File: src/rtl/spi_sd_pkg.sv
// Shared constants for the SD SPI slave: register offsets, status bits, byte enables.
package spi_sd_pkg;
   localparam logic [3:0] ADDR_DATA      = 4'h0;
   localparam logic [3:0] ADDR_STAT      = 4'h4;
   localparam int         STAT_RX_VALID  = 0;
   localparam int         STAT_TX_FULL   = 1;
   localparam int         STAT_OVERRUN   = 2;
   localparam int         STAT_CS_ACTIVE = 3;
   localparam logic [3:0] BYTESEL_BYTE   = 4'b0001;
   localparam logic [3:0] BYTESEL_READ   = 4'b0000;
endpackage

File: src/rtl/spi_sd_slave_if.sv
// Single-cycle-ack peripheral bus shared by the SD-path blocks.
interface spi_sd_slave_if;
   logic        cs;
   logic [31:0] bus_addr;
   logic [31:0] bus_wr_val;
   logic [3:0]  bus_bytesel;
   logic        bus_ack;
   logic [31:0] bus_data;

   modport master (output cs, bus_addr, bus_wr_val, bus_bytesel, input bus_ack, bus_data);
   modport slave  (input cs, bus_addr, bus_wr_val, bus_bytesel, output bus_ack, bus_data);
endinterface

File: src/rtl/spi_sd_sync.sv
// N-flop synchroniser plus one history flop producing single-cycle rise/fall pulses.
module spi_sd_sync #(
   parameter int   STAGES  = 2,
   parameter logic RST_VAL = 1'b0
) (
   input  logic clk,
   input  logic rst_n,
   input  logic d,
   output logic q,
   output logic rise,
   output logic fall
);
   // chain_q[STAGES-1] is the synchronised value, chain_q[STAGES] its previous cycle
   logic [STAGES:0] chain_q, chain_d;

   // shift the async input one stage deeper each clock
   always_comb chain_d = {chain_q[STAGES-1:0], d};

   // synchroniser and history register
   always_ff @(posedge clk or negedge rst_n) begin
      if (!rst_n) chain_q <= {(STAGES+1){RST_VAL}};
      else        chain_q <= chain_d;
   end

   assign q    = chain_q[STAGES-1];
   assign rise = chain_q[STAGES-1] & ~chain_q[STAGES];
   assign fall = ~chain_q[STAGES-1] & chain_q[STAGES];
endmodule

File: src/rtl/spi_sd_slave.sv
// SPI mode-0 card-side slave: bus register decode plus a byte engine driven by
// synchronised SCLK/CS_N/MOSI edges in the system clock domain.
module spi_sd_slave
   import spi_sd_pkg::*;
#(
   parameter int         SYNC_STAGES = 2,
   parameter logic [7:0] IDLE_BYTE   = 8'hFF
) (
   input  logic             clk,
   input  logic             rst_n,
   spi_sd_slave_if.slave    bus,
   input  logic             spi_sclk,
   input  logic             spi_cs_n,
   input  logic             spi_mosi,
   output logic             spi_miso,
   output logic             spi_miso_oe
);
   logic sclk_s, sclk_rise, sclk_fall;
   logic cs_n_s, cs_end, cs_start;
   logic mosi_s, mosi_rise, mosi_fall;

   spi_sd_sync #(.STAGES(SYNC_STAGES), .RST_VAL(1'b0)) u_sync_sclk (
      .clk(clk), .rst_n(rst_n), .d(spi_sclk), .q(sclk_s), .rise(sclk_rise), .fall(sclk_fall));
   spi_sd_sync #(.STAGES(SYNC_STAGES), .RST_VAL(1'b1)) u_sync_cs_n (
      .clk(clk), .rst_n(rst_n), .d(spi_cs_n), .q(cs_n_s), .rise(cs_end), .fall(cs_start));
   spi_sd_sync #(.STAGES(SYNC_STAGES), .RST_VAL(1'b0)) u_sync_mosi (
      .clk(clk), .rst_n(rst_n), .d(spi_mosi), .q(mosi_s), .rise(mosi_rise), .fall(mosi_fall));

   // Bits the block intentionally ignores
   logic unused_bits;
   assign unused_bits = ^{sclk_s, mosi_rise, mosi_fall, bus.bus_addr[31:4], bus.bus_wr_val[31:8]};

   logic       ack_q, ack_d;
   logic [31:0] rdata_q, rdata_d;
   logic [7:0] rx_byte_q, rx_byte_d, tx_hold_q, tx_hold_d;
   logic [7:0] shift_rx_q, shift_rx_d, shift_tx_q, shift_tx_d;
   logic [2:0] bit_cnt_q, bit_cnt_d;
   logic       rx_valid_q, rx_valid_d, tx_full_q, tx_full_d, overrun_q, overrun_d;
   logic       miso_q, miso_d, oe_q, oe_d;

   logic       cs_active, accept, rd, wr;
   logic [3:0] addr;
   logic [7:0] reload_byte;
   logic [7:0] rx_next;

   assign cs_active   = ~cs_n_s;
   assign accept      = bus.cs & ~ack_q;
   assign rd          = accept && (bus.bus_bytesel == BYTESEL_READ);
   assign wr          = accept && (bus.bus_bytesel == BYTESEL_BYTE);
   assign addr        = bus.bus_addr[3:0];
   assign reload_byte = tx_full_q ? tx_hold_q : IDLE_BYTE;
   assign rx_next     = {shift_rx_q[6:0], mosi_s};

   // Next state: bus reads/overrun clear, then byte engine, then TX write so
   // that byte completion beats an rx read and a TX write beats a reload.
   always_comb begin
      ack_d      = accept;
      rdata_d    = '0;
      rx_byte_d  = rx_byte_q;
      tx_hold_d  = tx_hold_q;
      shift_rx_d = shift_rx_q;
      shift_tx_d = shift_tx_q;
      bit_cnt_d  = bit_cnt_q;
      rx_valid_d = rx_valid_q;
      tx_full_d  = tx_full_q;
      overrun_d  = overrun_q;
      miso_d     = miso_q;
      oe_d       = oe_q;

      if (rd) begin
         case (addr)
            ADDR_DATA: begin
               rdata_d    = {24'b0, rx_byte_q};
               rx_valid_d = 1'b0;
            end
            ADDR_STAT: begin
               rdata_d[STAT_RX_VALID]  = rx_valid_q;
               rdata_d[STAT_TX_FULL]   = tx_full_q;
               rdata_d[STAT_OVERRUN]   = overrun_q;
               rdata_d[STAT_CS_ACTIVE] = cs_active;
            end
            default: rdata_d = '0;
         endcase
      end
      if (wr && addr == ADDR_STAT && bus.bus_wr_val[STAT_OVERRUN]) overrun_d = 1'b0;

      if (cs_start) begin
         bit_cnt_d  = '0;
         shift_tx_d = reload_byte;
         tx_full_d  = 1'b0;
         miso_d     = reload_byte[7];
         oe_d       = 1'b1;
      end else if (cs_end) begin
         bit_cnt_d = '0;
         miso_d    = 1'b1;
         oe_d      = 1'b0;
      end else if (cs_active) begin
         if (sclk_rise) begin
            shift_rx_d = rx_next;
            if (bit_cnt_q == 3'd7) begin
               bit_cnt_d  = '0;
               rx_byte_d  = rx_next;
               if (rx_valid_q && !(rd && addr == ADDR_DATA)) overrun_d = 1'b1;
               rx_valid_d = 1'b1;
               shift_tx_d = reload_byte;
               tx_full_d  = 1'b0;
            end else begin
               bit_cnt_d = bit_cnt_q + 3'd1;
            end
         end else if (sclk_fall) begin
            // bit_cnt 0 here means a freshly reloaded byte: present its MSB
            if (bit_cnt_q == 3'd0) begin
               miso_d = shift_tx_q[7];
            end else begin
               miso_d     = shift_tx_q[6];
               shift_tx_d = {shift_tx_q[6:0], 1'b1};
            end
         end
      end

      if (wr && addr == ADDR_DATA) begin
         tx_hold_d = bus.bus_wr_val[7:0];
         tx_full_d = 1'b1;
      end
   end

   // State registers
   always_ff @(posedge clk or negedge rst_n) begin
      if (!rst_n) begin
         ack_q      <= 1'b0;
         rdata_q    <= '0;
         rx_byte_q  <= '0;
         tx_hold_q  <= '0;
         shift_rx_q <= IDLE_BYTE;
         shift_tx_q <= IDLE_BYTE;
         bit_cnt_q  <= '0;
         rx_valid_q <= 1'b0;
         tx_full_q  <= 1'b0;
         overrun_q  <= 1'b0;
         miso_q     <= 1'b1;
         oe_q       <= 1'b0;
      end else begin
         ack_q      <= ack_d;
         rdata_q    <= rdata_d;
         rx_byte_q  <= rx_byte_d;
         tx_hold_q  <= tx_hold_d;
         shift_rx_q <= shift_rx_d;
         shift_tx_q <= shift_tx_d;
         bit_cnt_q  <= bit_cnt_d;
         rx_valid_q <= rx_valid_d;
         tx_full_q  <= tx_full_d;
         overrun_q  <= overrun_d;
         miso_q     <= miso_d;
         oe_q       <= oe_d;
      end
   end

   assign bus.bus_ack  = ack_q;
   assign bus.bus_data = rdata_q;
   assign spi_miso     = miso_q;
   assign spi_miso_oe  = oe_q;
endmodule

File: src/flat_wrapper.sv
// flat-port wrapper written by rule: the top's interface ports become plain ports
module spi_sd_slave_flat import spi_sd_pkg::*;
#(
   parameter int         SYNC_STAGES = 2,
   parameter logic [7:0] IDLE_BYTE   = 8'hFF
)
  (clk, rst_n, spi_sclk, spi_cs_n, spi_mosi, spi_miso, spi_miso_oe, bus_cs, bus_bus_addr, bus_bus_wr_val, bus_bus_bytesel, bus_bus_ack, bus_bus_data);
  spi_sd_slave_if bus_i ();
  input  logic clk;
  input  logic rst_n;
  input  logic spi_sclk;
  input  logic spi_cs_n;
  input  logic spi_mosi;
  output logic spi_miso;
  output logic spi_miso_oe;
  input wire logic [$bits(bus_i.cs)-1:0] bus_cs;
  input wire logic [$bits(bus_i.bus_addr)-1:0] bus_bus_addr;
  input wire logic [$bits(bus_i.bus_wr_val)-1:0] bus_bus_wr_val;
  input wire logic [$bits(bus_i.bus_bytesel)-1:0] bus_bus_bytesel;
  output wire logic [$bits(bus_i.bus_ack)-1:0] bus_bus_ack;
  output wire logic [$bits(bus_i.bus_data)-1:0] bus_bus_data;
  assign bus_i.cs = bus_cs;
  assign bus_i.bus_addr = bus_bus_addr;
  assign bus_i.bus_wr_val = bus_bus_wr_val;
  assign bus_i.bus_bytesel = bus_bus_bytesel;
  assign bus_bus_ack = bus_i.bus_ack;
  assign bus_bus_data = bus_i.bus_data;
  spi_sd_slave #(.SYNC_STAGES(SYNC_STAGES), .IDLE_BYTE(IDLE_BYTE)) u_core (.clk(clk), .rst_n(rst_n), .bus(bus_i), .spi_sclk(spi_sclk), .spi_cs_n(spi_cs_n), .spi_mosi(spi_mosi), .spi_miso(spi_miso), .spi_miso_oe(spi_miso_oe));
endmodule
File: config.mk
export PLATFORM = sky130hd
export DESIGN_NAME = spi_sd_slave_flat
export DESIGN_NICKNAME = d
export VERILOG_FILES = /design/src/rtl/spi_sd_pkg.sv /design/src/rtl/spi_sd_slave_if.sv /design/src/rtl/spi_sd_sync.sv /design/src/rtl/spi_sd_slave.sv /design/src/flat_wrapper.sv
export SDC_FILE = /design/constraint.sdc
export NUM_CORES = 1
export LEC_CHECK = 0
export ABC_CLOCK_PERIOD_IN_PS = 2700
export BUFFER_PORTS_ARGS = -buffer_cell sky130_fd_sc_hd__buf_2
export CORE_UTILIZATION = 30
export CTS_CLUSTER_SIZE = 14
export DETAILED_ROUTE_END_ITERATION = 10
export GPL_TIMING_DRIVEN = 0
export PLACE_DENSITY = 0.53
export SYNTH_ARGS = -nofsm -noshare
export SYNTH_HDL_FRONTEND = slang
export SYNTH_SLANG_ARGS = --single-unit
File: constraint.sdc
create_clock -name clk -period 2.7 [get_ports clk]
set_clock_uncertainty 0.15 [all_clocks]
set_input_delay 0.54 -clock clk [delete_from_list [all_inputs] [get_ports clk]]
set_output_delay 0.54 -clock clk [all_outputs]
set_load 0.005 [all_outputs]
==> reports/qor.yml <==
antenna_found_initial: 0
drtIter0Drc: 55
cts_sinks: 56
maxCapViolCount: 0
seq_area_frac_synth_pct: 55.6
power_density_mw_per_mm2: 590
pin_count: 109
dieArea_sq_mm: 0.00892
path_max_fanout: 8
crit_type: "register to register"
finalNetCount: 348
vias: 1558
grt_pass1_vias: 1469
fin_util_pct: 36.7
grt_pass1_wl_um: 7110
syn_area_per_cell_sq_um: 12.4
cts_tree: "built"
die_y_um: 94.4
irDropWorstVdd_uv: 289
final_common_cell: "dfrtp_1"
end_kind: "register"
drc: 0
postSynthCellCount: 207
synth_top_family_by_area: "multiplexers"
synth_top_area_cell: "dfrtp_1"
cts.clk_slew.worst_paths_ps: 100
cts_max_path_buffers: 2
port_buffers: 31
cp_slowest_cell: "dfstp_2"
grt_max_degree: 57
yosys.area_share.xor_xnor_pct: 0
critPathRequiredTime_ps: 2750
finalMaxSlewViolations: 0
rsz0062_at_grt: "no"
synth_area_sq_mm: 0.00256
die_width_um: 94.4
synth-seq-cells: 56
ant_nets: 0
fin_area_sq_mm: 0.00303
cts_root_buf: "clkbuf_8"
place_area_sq_mm: 0.00294
yosysUniqueCellTypes: 35
initial_core_util_pct: 31.0
fin_ws_ps: 430
post_drt_wl_per_cell_um: 11.5
synthMuxAreaShare_pct: 14.5
insertion_delay_ps: 310
setup_viol: 0
worst_ep_arrival_time_ps: 2310
synth_compound_gate_area_share_pct: 6.01
numCtsBuffers: 5
start_kind: "register"
final_cell_mix: "dfrtp_1, buf_2, buf_4"
grt_overflow_total: 0
timing.hold.ws_ps: 117
slew_headroom_pct: 55.5
synth_fa_ha_area_share_pct: 2.93
final_layout_size_suffix_gt1_share_pct: 40.5
tns_ps: 0
wl_um: 4280
track_usage_pct: 10.4
dpl_worst_slack_ps: 424
layout_min_cycle_time_ps: 2270
cts_resized: 0
via_per_inst: 4.17
diodes: 0
yosysWarnings: 0
fmax_ghz: 0.441
cts_setup_buffers: 0
worst_pin_slew_ps: 668
p_leak_nw: 1.51
gp_congestion: 0.726
cpPeakStageDelay_ps: 560
htreeDepth: 2
status: "finished clean"
dpl.hpwl_um: 3020
path_cells: "inv_1 > ha_1 > and3_1 > buf_2 > nand2_1 > mux2_2"
holdCritPathClass: "input pin to async pin"
period_share_pct: 84.1
core-area_sq_mm: 0.00826
fp-row-count: 33
finalHoldViolations: 0
ctsHoldBuffers: 0
syn_to_final_growth_pct: 18.1
synth_top_area_share_pct: 36.1
synth.area.top_cells: "dfrtp_1, dfstp_2, buf_4"
synthSimpleGateAreaFrac_pct: 11.5
dr.pass1.iters: 4
-- per-layer routing --
metal  routed length (um)  part of all wire, %  GRT usage (%)  vias up
li1                     -                    -              -      778
met1                 1980                   46           13.4      739
met2                 2060                   48           17.1       35
met3                  181                  4.2           2.42        6
met4                   58                  1.4           3.85        0
met5                    0                    0              0        -
-- flip-flops by register name, summed over array words and instances (netlist names) --
signal,flops
u_core.spi_miso,1
u_core.overrun_q,1
u_core.spi_miso_oe,1
u_core.bus.bus_ack,1
u_core.shift_tx_q,8
u_core.rx_valid_q,1
u_core.u_sync_mosi.chain_q,2
u_core.rx_byte_q,8
u_core.u_sync_sclk.chain_q,3
u_core.bus.bus_data,8
u_core.tx_full_q,1
u_core.u_sync_cs_n.chain_q,3
u_core.tx_hold_q,8
u_core.shift_rx_q,7
u_core.bit_cnt_q,3
-- metrics by stage --
stage	cells	power, mW
after floorplan	230	1.25
after global placement	366	1.34
after detailed placement	366	1.35
after CTS	374	1.81
after global routing	374	1.90
final	374	1.78
-- synthesized netlist by cell type --
| cell | instances |
|---|---|
| or3b_1 | 1 |
| nand3_1 | 4 |
| o21ai_0 | 13 |
| nand3b_1 | 1 |
| buf_6 | 1 |
| a32oi_1 | 1 |
| and2_1 | 4 |
| nand4b_1 | 1 |
| a21oi_1 | 2 |
| nor2_1 | 15 |
| nor2b_1 | 2 |
| nand4bb_1 | 1 |
| buf_2 | 2 |
| nor4_4 | 1 |
| conb_1 | 1 |
| o31ai_1 | 7 |
| and3_1 | 2 |
| nor3_1 | 2 |
| nand2_1 | 6 |
| dfrtp_1 | 37 |
| dfstp_2 | 19 |
| nand2b_1 | 3 |
| inv_1 | 7 |
| mux2i_1 | 6 |
| nor3b_1 | 6 |
| ha_1 | 6 |
| mux2_1 | 1 |
| or2_1 | 1 |
| mux2_2 | 16 |
| mux2_4 | 8 |
| o311a_1 | 1 |
| o211ai_1 | 1 |
| clkbuf_1 | 3 |
| and2b_1 | 1 |
| buf_4 | 24 |
-- critical path: cells and delay by family (launching register included) --
family / cells / cell delay [ps]
simple gates: 2 / 500
fa+ha+maj: 1 / 340
buf+inv: 2 / 220
mux: 1 / 380
flops: 1 / 560
-- report_power, final --
part,internal (mW),switching [mW]
sequential,0.993,0.0639
combinational,0.140,0.132
clock,0.187,0.268
total,1.32,0.464
-- logic make-up after synthesis --
family,count (synthesis)
flip-flops,56
AND/OR/NAND/NOR,51
other,1
multiplexers,31
buffers and inverters,37
AO/OA/AOI/OAI,25
adder cells (fa/ha/maj),6
-- final cells by class --
cell class	instances	area (sq um)
buffer	30	213
clock inverter	2	16.3
clock buffer	6	72.6
inverter	7	26.3
timing repair buffer	31	158
multi-input combinational	137	985
tap	105	131
sequential	56	1430
fill	820	5230
-- final timing paths --
| check | start | endpoint | slack [ps] | cells past startpoint |
|---|---|---|---|---|
| max | u_core.u_sync_cs_n.chain_q[2] | u_core.rx_byte_q[2] | 430 | 6 |
| min | rst_n | u_core.tx_hold_q[7] | 120 | 1 |
| max reg2reg | u_core.u_sync_cs_n.chain_q[2] | u_core.rx_byte_q[2] | 430 | 6 |
| min reg2reg | u_core.u_sync_mosi.chain_q[0] | u_core.u_sync_mosi.chain_q[1] | 200 | 0 |
| max in group asynchronous | rst_n | u_core.rx_byte_q[1] | 1850 | 1 |
| min in group clk | spi_cs_n | u_core.u_sync_cs_n.chain_q[0] | 170 | 1 |
(Power assumes the default switching activity.)
